$ cat src/rtl/epi_noc_pkg.sv
// Shared constants and types for the epidemic-routing NoC node schedulers.
package epi_noc_pkg;

    localparam int EPI_DW = 8;

    localparam int PORT_L     = 0;
    localparam int PORT_R     = 1;
    localparam int PORT_T     = 2;
    localparam int PORT_B     = 3;
    localparam int PORT_LOCAL = 4;

    typedef enum logic {
        IDLE,
        HOLD
    } arb_state_t;

endpackage

$ cat src/rtl/epi_rr_pick.sv
// Rotating priority encoder: returns the first set request at or after ptr, wrapping mod N.
module epi_rr_pick #(
    parameter int N = 5,
    localparam int IW = (N > 1) ? $clog2(N) : 1
) (
    input  logic [N-1:0]  req,
    input  logic [IW-1:0] ptr,
    output logic [IW-1:0] idx,
    output logic          any
);

    function automatic logic [IW-1:0] wrap_add(input logic [IW-1:0] p, input int off);
        int s;
        s = int'(p) + off;
        if (s >= N) s = s - N;
        return IW'(s);
    endfunction

    // Scan from the farthest offset down so the nearest requester to ptr is the last one written.
    always_comb begin
        idx = '0;
        any = 1'b0;
        for (int i = N - 1; i >= 0; i--) begin
            if (req[wrap_add(ptr, i)]) begin
                idx = wrap_add(ptr, i);
                any = 1'b1;
            end
        end
    end

endmodule

$ cat src/rtl/epi_out_arb.sv
// Round-robin output-link arbiter with bounded bursts and a registered output stage.
// Optional macro EPI_ARB_LOCAL_PRIO_EN: the local requester wins arbitration whenever valid.
module epi_out_arb
    import epi_noc_pkg::*;
#(
    parameter int N_REQ    = 5,
    parameter int DW       = EPI_DW,
    parameter int HOLD_MAX = 4,
    localparam int SW = $clog2(N_REQ)
) (
    input  logic                clk,
    input  logic                rst,
    input  logic [N_REQ-1:0]    req_valid,
    input  logic [N_REQ*DW-1:0] req_data,
    output logic [N_REQ-1:0]    req_ready,
    output logic                o_valid,
    output logic [DW-1:0]       o_data,
    output logic [SW-1:0]       o_src,
    input  logic                o_ready,
    output logic                busy
);

    arb_state_t    state;
    logic [SW-1:0] owner;
    logic [SW-1:0] ptr;
    logic [SW-1:0] rr_idx;
    logic [SW-1:0] pick;
    logic [SW-1:0] ptr_next;
    logic          rr_any;
    logic [7:0]    cnt;
    logic          out_free;
    logic          owner_valid;
    logic          xfer;
    logic          burst_done;
    logic [DW-1:0] data_arr [N_REQ];

    for (genvar g = 0; g < N_REQ; g++) begin : g_unpack
        assign data_arr[g] = req_data[g*DW +: DW];
    end

    epi_rr_pick #(.N(N_REQ)) u_pick (
        .req (req_valid),
        .ptr (ptr),
        .idx (rr_idx),
        .any (rr_any)
    );

`ifdef EPI_ARB_LOCAL_PRIO_EN
    assign pick = req_valid[N_REQ-1] ? SW'(N_REQ - 1) : rr_idx;
`else
    assign pick = rr_idx;
`endif

    assign out_free    = !o_valid | o_ready;
    assign owner_valid = req_valid[owner];
    assign xfer        = (state == HOLD) & owner_valid & out_free;
    assign burst_done  = xfer & (cnt == 8'(HOLD_MAX - 1));
    assign ptr_next    = (owner == SW'(N_REQ - 1)) ? '0 : owner + 1'b1;
    assign busy        = (state == HOLD);

    // Ready depends only on registered state and the output handshake, never on req_valid.
    always_comb begin
        req_ready = '0;
        if (state == HOLD && out_free) req_ready[owner] = 1'b1;
    end

    always_ff @(posedge clk or posedge rst) begin
        if (rst) begin
            state   <= IDLE;
            owner   <= '0;
            ptr     <= '0;
            cnt     <= '0;
            o_valid <= 1'b0;
            o_data  <= '0;
            o_src   <= '0;
        end else begin
            if (xfer) begin
                o_valid <= 1'b1;
                o_data  <= data_arr[owner];
                o_src   <= owner;
            end else if (o_valid && o_ready) begin
                o_valid <= 1'b0;
            end

            case (state)
                IDLE: begin
                    if (rr_any) begin
                        owner <= pick;
                        cnt   <= '0;
                        state <= HOLD;
                    end
                end
                HOLD: begin
                    if (xfer) cnt <= cnt + 8'd1;
                    if (!owner_valid || burst_done) begin
                        state <= IDLE;
                        ptr   <= ptr_next;
                    end
                end
            endcase
        end
    end

endmodule

$ cat config.mk
export PLATFORM = sky130hd
export DESIGN_NAME = epi_out_arb
export DESIGN_NICKNAME = d
export VERILOG_FILES = /design/src/rtl/epi_noc_pkg.sv /design/src/rtl/epi_rr_pick.sv /design/src/rtl/epi_out_arb.sv
export SDC_FILE = /design/constraint.sdc
export NUM_CORES = 1
export LEC_CHECK = 0
export BUFFER_PORTS_ARGS = -buffer_cell sky130_fd_sc_hd__buf_4
export CAP_MARGIN = 0
export CORE_MARGIN = 2
export CORE_UTILIZATION = 50
export CTS_CLUSTER_SIZE = 10
export DETAILED_ROUTE_END_ITERATION = 10
export PLACE_DENSITY = 0.84
export SYNTH_ARGS = -nofsm -noshare
export SYNTH_HDL_FRONTEND = slang
export SYNTH_HIERARCHICAL = 1
export SYNTH_SLANG_ARGS = --single-unit
$ cat constraint.sdc
create_clock -name clk -period 4.05 [get_ports clk]
set_clock_uncertainty 0.05 [all_clocks]
set_input_delay 1.0125 -clock clk [delete_from_list [all_inputs] [get_ports clk]]
set_output_delay 1.0125 -clock clk [all_outputs]
set_load 0.1 [all_outputs]
Yosys cells after proc, flatten, opt, wreduce, memory -nomap -nowiden:

Index checks and enable logic that the tools add are counted.

* register bits: 27
* input bits: 48
* output and inout port bits: 18
* logic and storage cells: 93

* add/subtract/negate cells: 11
* order comparisons: 13
* eq/ne operators: 4
* muxes and demuxes: 42
* bitwise operators: 6
* reductions and logical operators: 10

Operators by type and width (count)
* 3-bit 2-to-1 mux: 11
* 8-bit 2-to-1 mux: 4
* 8-bit binary-select mux with 3-bit select: 1
* 3-bit by 4-bit < comparator with 1-bit output (second input constant): 6
* 1-bit binary-select mux with 3-bit select: 6
* 4-bit by 3-bit >= comparator with 1-bit output (second input constant): 4
* 1-bit 2-to-1 mux: 16
* 8-bit case mux with 2 select lines: 1
* 3-bit subtractor (second input constant): 5
* 3-bit by 2-bit adder with 4-bit output (second input constant): 2
* 8-bit by 1-bit adder with 8-bit output (second input constant): 1
* 8-bit by 2-bit equality test with 1-bit output (second input constant): 1
* 2-bit AND reduction: 3
* 5-bit 2-to-1 mux: 1
* 3-bit by 1-bit adder with 4-bit output (second input constant): 1
* 3-bit by 3-bit adder with 4-bit output (second input constant): 1
* 4-bit >= comparator (second input constant): 1
* 3-bit inverter with 4-bit output: 1
* 3-bit by 1-bit adder with 3-bit output (second input constant): 1
* 1-bit AND: 3
* 1-bit demux with 3-bit select: 1
* 3-bit equality test (second input constant): 1
* 3-bit by 1-bit >= comparator with 1-bit output (second input constant): 1
* 3-bit >= comparator (second input constant): 1
* 9 further kinds: 12

Depth between registers and ports, before layout:

* depth in word-level cells: 12
* depth in mapped cells: 16
* depth with buffers taken out: 13

Hierarchy:

Netlist, hierarchy kept.

By module, submodules not included
* epi_out_arb: instances 1, cells each 167, area an instance 1820.5 µm²
* epi_rr_pick: instances 1, cells each 154, area an instance 1044.8 µm²

Least setup slack after synthesis:

No wires, ideal clock.

* path kind: in2out
* start point: input o_ready
* end point: output req_ready[0]
* arrival time: 4379 ps
* path slack: -1392 ps
* cell stages on the path: 4
* cell sequence: nand2b_1 clkbuf_1 nand2_1 nor4_1

* longest elaborated chain between the ends: 3

RTL lines
* start, declared: RTL line epi_out_arb.sv:19 `input logic o_ready,`
* 1-bit OR: RTL line epi_out_arb.sv:54 `assign out_free = !o_valid | o_ready;`
* 1-bit logical AND: RTL line epi_out_arb.sv:64 `if (state == HOLD && out_free) req_ready[owner] = 1'b1;`
* 5-bit 2-to-1 mux: RTL line epi_out_arb.sv:64
* end, declared: RTL line epi_out_arb.sv:15 `output logic [N_REQ-1:0] req_ready,`

Every way passes these cells.

Final worst setup path:

* start point: register ptr[1]
* end point: register owner[2]

* longest elaborated chain between the ends: 11
* elaborated cells on any way between the ends: 40

RTL lines
* start, declared: RTL line epi_out_arb.sv:25 `logic [SW-1:0] ptr;`
* start signal, assigned: RTL line epi_out_arb.sv:97 `ptr <= ptr_next;`
* 3-bit by 3-bit adder with 4-bit output: RTL line epi_rr_pick.sv:14 `s = int'(p) + off;`
* 4-bit by 3-bit >= comparator with 1-bit output / 3-bit subtractor (equally long branches): RTL line epi_rr_pick.sv:15 `if (s >= N) s = s - N;`
* 3-bit 2-to-1 mux: RTL line epi_rr_pick.sv:15
* 1-bit binary-select mux with 3-bit select: RTL line epi_rr_pick.sv:24 `if (req[wrap_add(ptr, i)]) begin`
* 1-bit 2-to-1 mux (not written as such): RTL line epi_rr_pick.sv:24
* 1-bit 2-to-1 mux (4 in a row): RTL line epi_rr_pick.sv:24
* 1-bit 2-to-1 mux (*): RTL line epi_rr_pick.sv:24
* net rr_any: RTL line epi_out_arb.sv:29 `logic rr_any;`
* 2-bit AND reduction (no source line) (*)
* end signal, assigned: RTL line epi_out_arb.sv:88 `owner <= pick;`
* end, declared: RTL line epi_out_arb.sv:24 `logic [SW-1:0] owner;`

Mark *: on every way through the listed nets, which the timed path passes. The rest lies on a longest branch. The select of a mux whose other input is x is not followed.
A chain may end at the register's enable or synchronous reset.

==> impl_metrics.ini <==
[sta]
hold_viol = 0
max-slew-margin-rel_pct = 32.2
tightest_slew_ns = 1.02
min_period_ns = 3.67
slew_viol_final = 0
setup_viol = 0
finalCritPeriodShare_pct = 90.7
fmax_mhz = 272
setup_slack_ns = 0.376
rsz0062_at_grt = no

[synthesis]
ys.flop_type = dfrtp_1
synth_area_sq_um = 2870
ys_seq_area_share_pct = 23.6
synth_top_cell_by_area = dfrtp_1
synth_edf_count = 0
synth_top_area_share_pct = 23.6
synth_warnings = 6
synthTopCellsByArea = dfrtp_1, mux2i_1, mux4_1, ha_1, nand2_1
synth_cells = 321
async_flop_share_pct = 100
syn_avg_cell_area_sq_um = 8.93
ys_types = 60
ys_ff_latch = 27
synth_nets = 382

[global_routing]
overflow = 0
antenna_found_initial = 0
grt-busiest-layer = met2
met3_usage_pct = 1.81
grt_pass1_wl_um = 12100
grt_pass1_vias = 2607
track_usage_pct = 23.9
grt_max_degree = 28
use_met2_pct = 41.8
grt.met1_usage_pct = 30.7

[min_path]
hold_path_class = reg2reg
min_path_cells = 1
hold_start = o_src[0]
hold_end = o_src[0]

[drt]
drt-total-wl_um = 7440
ant_nets = 0
drt_first_pass_iters = 7
first_iter_violations = 143
vias = 2702
wl_per_cell_um = 16.6
drt-vias-per-instance = 6.04
drc = 0

[floorplanning]
ios = 66
rows = 27
core_sq_um = 5510
start_util_pct = 52.0
die-area_sq_um = 6350
die_y_um = 79.7
die_x_um = 79.7

[place]
place_ws_ns = 0.395
port_buffers = 65
dp_hpwl_um = 5560
place.gp.congestion = 0.911

[clocking]
cts_tree = yes
post_cts_buffers = 0
postCtsHoldBufs = 0
cts-root-buf = clkbuf_8
cts.sinks = 27
cts_made_buffers = 3
clk_pin_slew_ns = 0.10
h-tree-depth = 1
cts_resized = 0
clockBufferDepth = 2
clock_latency_ns = 0.28

[cells_and_area]
drive_above_1_share_pct = 27.2
final_common_cell = buf_4
layout_common_cells = buf_4, nand2_1, dfrtp_1
nNetsFinal = 437
antenna_cells = 0
area_growth_pct = 18.0

[job]
maxCapViolCount = 0

[worst_setup_path]
critical_path_class = reg2reg
critPathLaunchType = flip-flop
r2r_end = owner[2]
r2r_slack_ns = 0.38
r2r-start = ptr[1]
reg2reg_depth = 11
end_kind = flip-flop
arrival_ns = 3.80
cp_max_fo = 16
cp_data_required_time_ns = 4.17

[status]
status = finished, final reports clean
==> registers in the layout (all words and copies together) (netlist names) <==
name and cells:
o_src 3, ptr 3, o_valid 1, o_data 8
busy 1, cnt 8, owner 3
==> synthesized netlist by cell type, types with 5 or more instances <==
library cell / n
a211oi_1: 8
a21oi_1: 22
buf_2: 5
buf_6: 8
dfrtp_1: 27
ha_1: 12
inv_1: 23
mux2_2: 9
mux2_4: 6
mux2i_1: 26
mux4_1: 6
nand2_1: 32
nand2b_1: 10
nand3_1: 7
nor2_1: 16
nor2b_1: 5
nor3_1: 8
nor4_1: 8
o21ai_0: 22
==> metrics by stage <==
stage | area [sq um] | hold slack, ns | cells | utilization [%] | TNS, ns
6_report | 3380 | 0.470 | 447 | 61.4 | 0
5_1_grt | 3380 | 0.486 | 447 | 61.4 | 0
4_1_cts | 3380 | 0.476 | 447 | 61.4 | 0
3_5_place_dp | 3330 | 0.450 | 443 | 60.5 | 0
3_3_place_gp | 3330 | 0.442 | 443 | 60.5 | 0
2_1_floorplan | 2890 | 0.414 | 321 | - | -1.04
==> critical path: stages, from the launching register on <==
cell	delay, ns
dfrtp_1	0.58
inv_1	0.24
ha_1	0.37
a221oi_4	0.37
mux2i_2	0.38
mux2i_1	0.22
or2_4	0.15
o21ai_2	0.07
nor2b_1	0.20
nand4_1	0.12
nand2_1	0.41
mux2_2	0.40
==> worst max-delay path by stage <==
stage,to,slack [ns],cells after the start,startpoint
6_report,owner[2],0.38,11,ptr[1]
5_1_grt,cnt[2],0.06,12,ptr[1]
4_1_cts,owner[2],0.37,11,ptr[1]
3_5_place_dp,owner[2],0.39,11,ptr[1]
3_3_place_gp,owner[0],0.53,11,ptr[1]
2_1_floorplan,req_ready[0],-0.26,4,o_ready
==> layer usage <==
metal	vias to the layer above	wire length, um
li1	1281	-
met1	1290	3180
met2	116	3630
met3	15	451
met4	0	181
met5	-	0
==> final cells by class <==
class	count	area, sq um
fillers	493	2120
multi-input cells	251	1960
flip-flops and latches	27	676
repair buffers	70	526
well taps	72	90.1
inverters	23	86.3
clock buffers	3	41.3
clock inverters	1	7.51
==> kinds of logic (layout without fill, tap and decap cells) <==
logic type	count (synthesis)	in the layout	share of synthesized area [%]
adder cells (fa/ha/maj)	13	13	5.94
buffers and inverters	43	97	9.04
XOR/XNOR	2	2	0.611
AND/OR/NAND/NOR	106	106	19.0
flip-flops	27	27	23.6
AO/OA/AOI/OAI	82	82	20.1
multiplexers	48	48	21.7
Power is left out: the tool's default activity adds up to more than one toggle a clock period on the data nets, which glitch-free logic cannot reach.
